## config.mk

```make
export PLATFORM = sky130hd
export DESIGN_NAME = ppt_burst_sequencer
export DESIGN_NICKNAME = d
export VERILOG_FILES = /design/src/rtl/ppt_burst_sequencer.sv
export SDC_FILE = /design/constraint.sdc
export NUM_CORES = 1
export LEC_CHECK = 0
export CORE_MARGIN = 1
export CORE_UTILIZATION = 55
export CTS_CLUSTER_DIAMETER = 80
export DETAILED_ROUTE_END_ITERATION = 16
export PLACE_DENSITY = 0.81
export SYNTH_ARGS = -nofsm -noshare
export SYNTH_HDL_FRONTEND = slang
export SYNTH_SLANG_ARGS = --single-unit
```

## constraint.sdc

```tcl
create_clock -name clk -period 3.6 [get_ports clk]
set_clock_uncertainty 0.1 [all_clocks]
set_input_delay 0.54 -clock clk [delete_from_list [all_inputs] [get_ports clk]]
set_output_delay 0.54 -clock clk [all_outputs]
set_load 0.05 [all_outputs]
```

## src/rtl/ppt_burst_sequencer.sv

```systemverilog
// Pulse-train engine for the PPT pin: latches period/width/target on a run rise and
// emits a counted (or continuous) burst, reporting busy/done/error and pulses completed.
module ppt_burst_sequencer #(
  parameter int CW          = 16,
  parameter bit CLAMP_WIDTH = 1'b1
) (
  input  logic          clk,
  input  logic          rst,
  input  logic          run,
  input  logic [CW-1:0] period,
  input  logic [CW-1:0] width,
  input  logic [CW-1:0] target,
  output logic          pulse_out,
  output logic          busy,
  output logic          done,
  output logic          cfg_err,
  output logic [CW-1:0] count_done
);

  typedef enum logic [2:0] {IDLE, LOAD, HI, LO, DONE, ERR} state_t;

  localparam logic [CW-1:0] ONE  = CW'(1);
  localparam logic [CW-1:0] TWO  = CW'(2);
  localparam logic [CW-1:0] ONES = {CW{1'b1}};

  state_t        state_reg, state_next;
  logic          run_low_reg;
  logic [CW-1:0] p_reg, p_next;
  logic [CW-1:0] w_reg, w_next;
  logic [CW-1:0] t_reg, t_next;
  logic [CW-1:0] phase_reg, phase_next;
  logic [CW-1:0] count_reg, count_next;
  logic          pulse_reg, busy_reg, done_reg, err_reg;
  logic          start;

  // The history flag means "run was sampled low"; reset clears it so a run level
  // held high across reset release cannot start a burst until it drops first.
  assign start = run && run_low_reg;

  always_comb begin
    state_next = state_reg;
    p_next     = p_reg;
    w_next     = w_reg;
    t_next     = t_reg;
    phase_next = phase_reg;
    count_next = count_reg;
    case (state_reg)
      IDLE: begin
        if (start) begin
          state_next = LOAD;
          p_next     = period;
          w_next     = width;
          t_next     = target;
          count_next = '0;
        end
      end
      LOAD: begin
        if (!run) begin
          state_next = IDLE;
        end else if (p_reg < TWO || w_reg == '0) begin
          state_next = ERR;
        end else if (w_reg >= p_reg) begin
          if (CLAMP_WIDTH) begin
            state_next = HI;
            w_next     = p_reg - ONE;
            phase_next = p_reg - TWO;
          end else begin
            state_next = ERR;
          end
        end else begin
          state_next = HI;
          phase_next = w_reg - ONE;
        end
      end
      HI: begin
        if (!run) begin
          state_next = IDLE;
        end else if (phase_reg == '0) begin
          state_next = LO;
          phase_next = p_reg - w_reg - ONE;
          // Saturation only matters in continuous mode; bounded bursts stop far earlier.
          if (count_reg != ONES) count_next = count_reg + ONE;
        end else begin
          phase_next = phase_reg - ONE;
        end
      end
      LO: begin
        if (!run) begin
          state_next = IDLE;
        end else if (phase_reg == '0) begin
          if (t_reg != '0 && count_reg == t_reg) begin
            state_next = DONE;
          end else begin
            state_next = HI;
            phase_next = w_reg - ONE;
          end
        end else begin
          phase_next = phase_reg - ONE;
        end
      end
      DONE: begin
        if (!run) state_next = IDLE;
      end
      ERR: begin
        count_next = '0;
        if (!run) state_next = IDLE;
      end
      default: state_next = IDLE;
    endcase
  end

  always_ff @(posedge clk) begin
    if (rst) begin
      state_reg   <= IDLE;
      run_low_reg <= 1'b0;
      p_reg       <= '0;
      w_reg       <= '0;
      t_reg       <= '0;
      phase_reg   <= '0;
      count_reg   <= '0;
      pulse_reg   <= 1'b0;
      busy_reg    <= 1'b0;
      done_reg    <= 1'b0;
      err_reg     <= 1'b0;
    end else begin
      state_reg   <= state_next;
      run_low_reg <= ~run;
      p_reg       <= p_next;
      w_reg       <= w_next;
      t_reg       <= t_next;
      phase_reg   <= phase_next;
      count_reg   <= count_next;
      // Flags are registered from the next state so they track the state register exactly.
      pulse_reg   <= (state_next == HI);
      busy_reg    <= (state_next == LOAD) || (state_next == HI) || (state_next == LO);
      done_reg    <= (state_next == DONE);
      err_reg     <= (state_next == ERR);
    end
  end

  assign pulse_out  = pulse_reg;
  assign busy       = busy_reg;
  assign done       = done_reg;
  assign cfg_err    = err_reg;
  assign count_done = count_reg;

endmodule
```

==> results by group <==
Global route
  • Vias in the first global route: 5612
  • First-pass GRT wire length: ~28000 um
  • Gr ovfl total: 0
  • Total track usage: 30.4%
  • Largest net degree at the start of global routing: 48
  • Antenna violations before repair: 0

CTS
  • Worst-skew pair later-pin latency: about 0.35 ns
  • Hold buffers post-CTS: 0
  • CTS tree: yes
  • Setup Buffers After CTS: 0
  • CTS Sinks: 88
  • CTS clk-pin slew, worst paths: approximately 0.070 ns
  • CTS resizes: 0
  • CTS Buffer Depth: 2
  • Htree depth: 3
  • Cts bufs inserted: 9
  • Clk root buf: clkbuf_16

Cells and area
  • Layout net count: approximately 1000
  • Area grow syn2layout: 18.5%
  • Share of cells above drive strength 1: 6.18%
  • Fillcell total: 955
  • Area occupied by registers: roughly 1800 um2
  • Area occupied by multi-input gates: approximately 4300 um2
  • Diodes inserted: 0

Timing
  • Fin. Hold Viols: 0
  • Setup_tns: 0 ns
  • Fin crit share: about nine tenths
  • Max Clk Rate: 302 MHz
  • Fin. max-slew vios: 0
  • Final worst slack: roughly 0.29 ns
  • Rel. slew slack: about half
  • Final min period: ~3.3 ns
  • Final setup vio count: 0
  • RSZ-0062 raised after global routing: false
  • Hold WS: approximately 0.39 ns
  • Worst-margin pin slew: about 0.73 ns

Worst setup path
  • CP delay by family, top: simple AND/OR/NAND/NOR gates
  • Worst setup SP type: flip-flop
  • Slowest-stage cell, CP: or4_4
  • WP data arrival: between 3 and 4 ns
  • Worst path max stage delay: 0.57 ns
  • Crit path cell chain: or4_4 > or3_1 > or3_1 > or4_4 > and3_1 > a31oi_1 > o22ai_1
  • Crit path kind: flip-flop to flip-flop
  • Critical Path RT: 3.71 ns
  • Worst setup EP type: flip-flop
  • CP max FO: 20
  • Worst path bufs/invs: 0

Synthesis
  • Main synth FF type: dfxtp_1
  • Synth Instances: between 800 and 900
  • Post-synth cell types: 63
  • Largest family of logic cells by synthesized area: simple AND/OR/NAND/NOR gates
  • Top post-synthesis cells by area: dfxtp_1 (28%), xnor2_1 (8.4%), ha_1 (7.2%), nand2_1 (6.8%), nor2_1 (5.9%)
  • Syn_area_per_cell: 7.41 um2
  • Xor-xnor portion of the synthesized cell area: around an eighth
  • Synth Cell Area: around 6400 um2
  • Compound-cell area share of the yosys netlist: 18.8%
  • EDFF count, synth: 0
  • Post-synthesis mux area share: between 2 and 2.5%
  • Register area share after synthesis: about 28%
  • Synth top area share: 27.5%
  • Synthesis Warnings: 0
  • Mapped Nets: between 900 and 1000
  • Synthesized flop and latch total: a little under 90
  • Yosys top cell by area: dfxtp_1
  • Post-Synth Simple-Gate Area: a little over a quarter
  • Adder-Cell Fraction of Synth Area: 7.55%
  • Async S/R FF share, synth: 0%

Detailed routing
  • Detailed-route wire length: 17300 um
  • Initial DRC count: approximately 500
  • Drt pass-1 iters: 7
  • DR top layer: met4
  • WL met1: about 8300 um
  • Mean routed wirelength per cell: around 16 um
  • WL met3: 1230 um
  • Routed vias/inst: 5.92
  • DRT antenna net count: 0
  • Residual DRC count: 0
  • Vias: roughly 6300
  • Met2 Wirelength: between 7000 and 8000 um

Min path
  • Hold crit path type: flip-flop to flip-flop

Placement
  • DP Worst Slack: roughly 0.30 ns
  • Dpl hpwl: ~13000 um
  • Final weighted congestion in routability-driven placement: 0.917
  • IO Port Bufs: 70

Pwr
  • Leak: around 3.0 nW
  • PwrDens: about 390 nW/um2
  • Worst vdd ir: between 0.0002 and 0.00025 V

Die
  • # rows: 39
  • Die height: about 110 um
  • Starting Density: between 50 and 60%
  • Die Area: between 10000 and 15000 um2
  • Core Region: 11400 um2
  • Die width: 110 um
  • Ports: 71

Outcome
  • Status: completed

Run
  • Max Cap Viol: 0
tightest hold or removal path, stage by stage (launching register included):
cell,delay [ns]
dfxtp_1,0.33
nand2_1,0.06
a21oi_1,0.05
cells by family after synthesis:
kind of cell	after synthesis
mux	15
simple gates	356
compound gates	187
fa+ha+maj	38
xor+xnor	89
flops	88
buf+inv	90
layout make-up:
class | count | area share [%]
clock buffer | 9 | 2.97
timing repair buffer | 95 | 12.0
multi-input combinational | 685 | 56.7
sequential | 88 | 23.2
inverter | 39 | 1.93
clock inverter | 7 | 0.842
tap | 143 | 2.36
final timing paths:
check	slack (ns)	to	depth (start not counted)	from
hold reg to reg	0.39	t_reg[2]	2	t_reg[2]
setup / recovery	0.29	phase_reg[12]	7	phase_reg[9]
setup reg to reg	0.29	phase_reg[12]	7	phase_reg[9]
hold / removal	0.39	t_reg[2]	2	t_reg[2]
cells in the mapped netlist (all sizes together) (4+ instances only):
library cell	n
nand2	115
mux2i	14
buf	7
and3	8
nor2	101
or3	13
a211oi	27
nor3	31
or4	4
inv	39
nand4	11
nor3b	6
nor2b	6
xor2	28
xnor2	61
o211ai	10
dfxtp	88
a21o	5
a311oi	6
clkbuf	44
o22ai	4
a21oi	74
nand3b	4
o21ai	25
nand3	27
o31ai	4
nor4	16
ha	37
metal layers:
metal  vias up  track usage [%]
li1       3137                -
met1      2895             46.1
met2       249             43.9
met3        27             3.91
met4         0             9.71
met5         -                0
per-stage QoR:
stage / util [%] / power, mW / instances / cell area [um2]
2_1_floorplan: - / 1.75 / 863 / 6390
3_3_place_gp: 64.1 / 2.03 / 1050 / 7290
3_5_place_dp: 64.1 / 2.04 / 1050 / 7290
4_1_cts: 66.7 / 2.96 / 1066 / 7580
5_1_grt: 66.7 / 3.11 / 1066 / 7580
6_report: 66.7 / 2.97 / 1066 / 7580
cells in the final DEF (no fill, tap or decap), types with 3 or more instances in the layout:
cell type / n
or3_1: 13
ha_1: 37
xor2_1: 28
o31ai_1: 4
nor2b_1: 6
buf_4: 23
nand4_1: 11
nand3b_1: 4
xnor2_1: 61
o22ai_1: 4
inv_1: 39
dfxtp_1: 88
o311ai_0: 3
a211oi_1: 27
mux2i_1: 14
and2_1: 3
nand3_1: 26
a311oi_1: 6
a21oi_1: 73
o21a_1: 3
nand2b_1: 3
and3_1: 8
nor4_1: 16
inv_6: 3
nor3b_1: 6
nor2_1: 101
o211ai_1: 10
a21o_1: 5
clkdlybuf4s50_1: 69
o21ai_0: 24
nor3_1: 30
clkbuf_16: 9
o2111ai_1: 3
nand2_1: 115
power by group:
group / switching, mW / total, mW / internal (mW) / leakage [nW]
sequential: 0.0342 / 1.04 / 1.00 / 0.713
combinational: 0.575 / 1.02 / 0.442 / 2.11
clock: 0.435 / 0.916 / 0.481 / 0.140
total: 1.04 / 2.97 / 1.92 / 2.96
(Power assumes the default switching activity.)
